### src/rtl/fdiv_iter.sv
// fdiv_iter: iterative IEEE-754 single divider, restoring division one bit per cycle; define FDIV_ROUND_EN for round-to-nearest-even
module fdiv_iter #(
  parameter int N = 32
) (
  input  logic         clk,
  input  logic         rst,
  input  logic         in_valid,
  output logic         in_ready,
  input  logic [N-1:0] a,
  input  logic [N-1:0] b,
  output logic         out_valid,
  input  logic         out_ready,
  output logic [N-1:0] out,
  output logic         dz
);
  typedef enum logic [1:0] {IDLE, DIV, NORM, DONE} state_t;
  state_t state;
  logic sign;
  logic signed [9:0] exp_d;
  logic [23:0] mb;
  logic [25:0] rem, rem_sel, q;
  logic [4:0] cnt;
  logic [7:0] ea, eb;
  logic s_in, a_zero, b_zero, a_inf, b_inf, a_nan, b_nan, nan_case, spec_hit, spec_dz;
  logic [N-1:0] spec_val, result;
  logic ge, msb, carry;
  logic [23:0] mant;
  logic [24:0] mant_r;
  logic rnd;
  logic signed [9:0] e_n, e_f;
  assign ea = a[30:23];
  assign eb = b[30:23];
  assign s_in = a[31] ^ b[31];
  assign a_zero = ea == 8'd0;
  assign b_zero = eb == 8'd0;
  assign a_inf = ea == 8'hFF && a[22:0] == 23'd0;
  assign b_inf = eb == 8'hFF && b[22:0] == 23'd0;
  assign a_nan = ea == 8'hFF && a[22:0] != 23'd0;
  assign b_nan = eb == 8'hFF && b[22:0] != 23'd0;
  assign nan_case = a_nan | b_nan | (a_zero & b_zero) | (a_inf & b_inf);
  assign spec_hit = a_nan | b_nan | a_inf | b_inf | a_zero | b_zero;
  assign spec_dz = b_zero & ~a_zero & ~a_inf & ~nan_case;
  assign spec_val = nan_case ? 32'h7FC00000 : (a_inf | b_zero) ? {s_in, 8'hFF, 23'd0} : {s_in, 31'd0};
  assign ge = rem >= {2'b00, mb};
  assign rem_sel = ge ? rem - {2'b00, mb} : rem;
  // quotient lies in (0.5, 2): q[25] is the integer bit when the dividend significand is the larger
  assign msb = q[25];
  assign mant = msb ? q[25:2] : q[24:1];
  assign e_n = msb ? exp_d : exp_d - 10'sd1;
`ifdef FDIV_ROUND_EN
  logic guard, sticky;
  assign guard = msb ? q[1] : q[0];
  assign sticky = (msb & q[0]) | (|rem);
  assign rnd = guard & (sticky | mant[0]);
`else
  assign rnd = 1'b0;
`endif
  assign mant_r = {1'b0, mant} + {24'd0, rnd};
  assign carry = mant_r[24];
  assign e_f = e_n + 10'(carry);
  assign result = e_f >= 10'sd255 ? {sign, 8'hFF, 23'd0} :
                  e_f <= 10'sd0   ? {sign, 31'd0} :
                  {sign, e_f[7:0], carry ? 23'd0 : mant_r[22:0]};
  always_ff @(posedge clk) begin
    if (rst) begin
      state <= IDLE;
      in_ready <= 1'b1;
      out_valid <= 1'b0;
      out <= '0;
      dz <= 1'b0;
      sign <= 1'b0;
      exp_d <= '0;
      mb <= '0;
      rem <= '0;
      q <= '0;
      cnt <= '0;
    end else begin
      case (state)
        IDLE: if (in_valid) begin
          sign <= s_in;
          exp_d <= 10'(ea) - 10'(eb) + 10'sd127;
          mb <= {1'b1, b[22:0]};
          rem <= {3'b001, a[22:0]};
          q <= '0;
          cnt <= '0;
          in_ready <= 1'b0;
          if (spec_hit) begin
            out <= spec_val;
            dz <= spec_dz;
            out_valid <= 1'b1;
            state <= DONE;
          end else begin
            state <= DIV;
          end
        end
        DIV: begin
          rem <= rem_sel << 1;
          q <= {q[24:0], ge};
          cnt <= cnt + 5'd1;
          if (cnt == 5'd25) state <= NORM;
        end
        NORM: begin
          out <= result;
          dz <= 1'b0;
          out_valid <= 1'b1;
          state <= DONE;
        end
        DONE: if (out_ready) begin
          out_valid <= 1'b0;
          in_ready <= 1'b1;
          state <= IDLE;
        end
        default: state <= IDLE;
      endcase
    end
  end
endmodule

### config.mk
export PLATFORM = sky130hd
export DESIGN_NAME = fdiv_iter
export DESIGN_NICKNAME = d
export VERILOG_FILES = /design/src/rtl/fdiv_iter.sv
export SDC_FILE = /design/constraint.sdc
export NUM_CORES = 1
export LEC_CHECK = 0
export CELL_PAD_IN_SITES_DETAIL_PLACEMENT = 2
export CELL_PAD_IN_SITES_GLOBAL_PLACEMENT = 2
export CORE_ASPECT_RATIO = 1.4
export CORE_MARGIN = 2
export CORE_UTILIZATION = 25
export DETAILED_ROUTE_END_ITERATION = 8
export PLACE_DENSITY = 0.72
export SYNTH_ARGS = -nofsm -noshare
export SYNTH_HDL_FRONTEND = slang
export SYNTH_SLANG_ARGS = --single-unit
export TNS_END_PERCENT = 5
### constraint.sdc
create_clock -name clk -period 2.9 [get_ports clk]
set_clock_uncertainty 0.2 [all_clocks]
set_input_delay 0.725 -clock clk [delete_from_list [all_inputs] [get_ports clk]]
set_output_delay 0.725 -clock clk [all_outputs]
set_load 0.03 [all_outputs]
==> flow_summary.toml <==
[run_status]
status = "finished, violations left"
violations = "negative setup slack"

[layout]
mostFrequentLayoutCells = "144 x buf_4, 123 x dfxtp_1, 102 x nand2_1"
areaGrowthSynthToFinish_pct = 47.2
diodes = 0
final_nets = 1275
layout-drive-gt1-share_pct = 22.8
utilization_pct = 37.3
final-instance-count-excl-fill = 1563
postLayoutCellArea_sq_um = 11100
final_common_cell = "buf_4"

[clock_network]
cts_tree = "built"
hold_buffers = 0
clk_pin_slew_ns = 0.06
clockBufferDepth = 2
clkSinkCount = 129
clk_latency_ns = 0.45
root_buffer = "clkbuf_16"
cts_buffers = 17
h-tree-depth = 4

[logic_synthesis]
synth_ff_type = "dfxtp_1"
synthArstFlopShare_pct = 0
synth_edf_count = 0
seq_area_frac_synth_pct = 34.2
syn_avg_cell_area_sq_um = 7.97
netlist_instances = 948
synth_area_sq_um = 7550
synth.net_count = 1058
synth-warning-count = 0
synth.ff_latch_count = 129
yosysUniqueCellTypes = 67

[setup_path]
critPathLaunchType = "flop"
critPathArrivalTime_ns = 3.21
critPathKind = "reg -> reg"
startpoint = "rem[0]"
r2r_start = "rem[0]"
crit_required_ns = 3.09
worst_setup_path_end_kind = "flop"
cp_max_fo = 6

[timing]
worst_pin_slew_ns = 0.610
rsz0062_at_grt = "yes"
whs_ns = 0.256
finalCriticalPeriod_ns = 3.02
max-slew-margin-rel_pct = 59.2
slew_violations = 0
setup_viol = 12
fin_setup_tns_ns = -0.523
worst_slack_ns = -0.119
hold_violations = 0
clock.fmax_mhz = 331
fin_crit_sh_pct = 104

[route]
wl_per_cell_microns = 18.6
first_iter_violations = 262
drt-vias-per-instance = 5.06
vias = 7907
ant_nets = 0
drc = 0
drt-pass1-iter-count = 4
routed_wl_mm = 29.1

[grt]
grt_max_degree = 96
first_global_vias = 9021
track_usage_pct = 18.6
grt-ovfl-total = 0
antenna_found_initial = 0
grt_pass1_wl_mm = 46.1

[placed_design]
post-dp-hpwl_mm = 21.2
gp_congestion = 0.812
port-buffer-count = 102
dp.cells = 1522
place_area_sq_um = 9960

[power_and_ir_drop]
irDropWorstVdd_v = 0.000481
power.density_nw_per_um2 = 1180
p_leak_nw = 4.22

[floorplanning]
io_pins = 103
die-height_microns = 210
rows = 75
coreArea_sq_um = 29800
die-area_sq_um = 31600
die_w_microns = 151
initial_utilization_pct = 25.3

[min_path]
hp-start = "dz"
hp-class = "reg -> reg"

[run]
drv_cap = 0
[Yosys cell counts, drive strengths merged, types with 6 or more instances]
cell    number  area [sq um]
a21oi       84           420
o211ai       7          52.6
dfxtp      129          2580
nand2      103           389
nand4       12          75.1
nor4        18           119
nor2       102           393
o22ai       14          87.6
clkbuf      41           154
nor3        20           110
a22oi       47           353
nand3       11          55.1
or3         28           175
o21bai       6          45.0
nand2b      13          81.3
a31oi       13          81.3
a21o         7          52.6
nor2b        7          43.8
mux2i       26           260
a211oi      18           160
buf         16          86.3
o21a        12          90.1
xor2        19           166
inv         47           176
xnor2       18           158
ha          40           500
o21ai       30           154
[through the flow]
step	worst slack, ns	power [mW]
3_5_place_dp	-0.699	9.41
2_1_floorplan	0.00543	6.68
4_1_cts	-0.134	12.6
6_report	-0.119	13.1
5_1_grt	-0.230	14.2
3_3_place_gp	-0.575	9.17
[logic make-up (layout without fill, tap and decap cells)]
group / after synthesis / after routing / share of synthesized area, %
xor+xnor: 37 / 37 / 4.29
simple gates: 341 / 341 / 21.8
buf+inv: 104 / 334 / 5.52
mux: 27 / 27 / 3.60
flops: 129 / 129 / 34.2
compound gates: 268 / 268 / 23.4
fa+ha+maj: 42 / 42 / 7.16
[timing repair]
action | CTS | global route
buffers inserted | 3 | 6
pin swaps | 10 | 33
resized for setup | 38 | 59
setup endpoints to repair | 55 | 63
[cell type report]
class | instances | area, sq um
fill | 3361 | 18700
sequential | 129 | 2590
timing repair buffer | 255 | 2270
clock buffer | 20 | 437
inverter | 47 | 176
tap | 385 | 482
multi-input combinational | 715 | 4930
clock inverter | 12 | 231
[worst paths after layout]
check,slack (ns),to,cells past startpoint
worst max-delay path,-0.12,rem[17],11
worst min-delay path,0.26,dz,2
worst max register to register,-0.12,rem[17],11
worst min register to register,0.26,dz,2
[worst max-delay path, cell delays in order (launching register included)]
cell       delay (ns)
dfxtp_2          0.34
inv_2            0.04
ha_4             0.16
fa_2             0.36
nor2b_4          0.14
o2111ai_2        0.16
a21oi_2          0.20
o211ai_1         0.21
o311a_4          0.41
buf_6            0.15
or4_4            0.51
nand3_2          0.08
[state kept, by name, indices dropped and copies added (netlist names)]
register	flops
cnt	5
rem	26
state	2
dz	1
out_valid	1
in_ready	1
out	32
exp_d	10
q	26
sign	1
mb	24
[per-layer routing]
metal  GRT usage, %  wire, microns  vias to the layer above
li1               -              -                     3838
met1           19.6          11500                     3895
met2           35.3          15800                      129
met3           3.07            935                       45
met4           8.25            901                        0
met5              0              0                        -
[power breakdown]
group	leakage [nW]	total [mW]	internal (mW)	switching, mW
Clock	0.319	2.50	1.62	0.877
Combinational	2.84	8.24	3.70	4.54
Sequential	1.05	2.41	2.12	0.298
Total	4.22	13.1	7.44	5.71
Power figures use the tool's default switching activity.
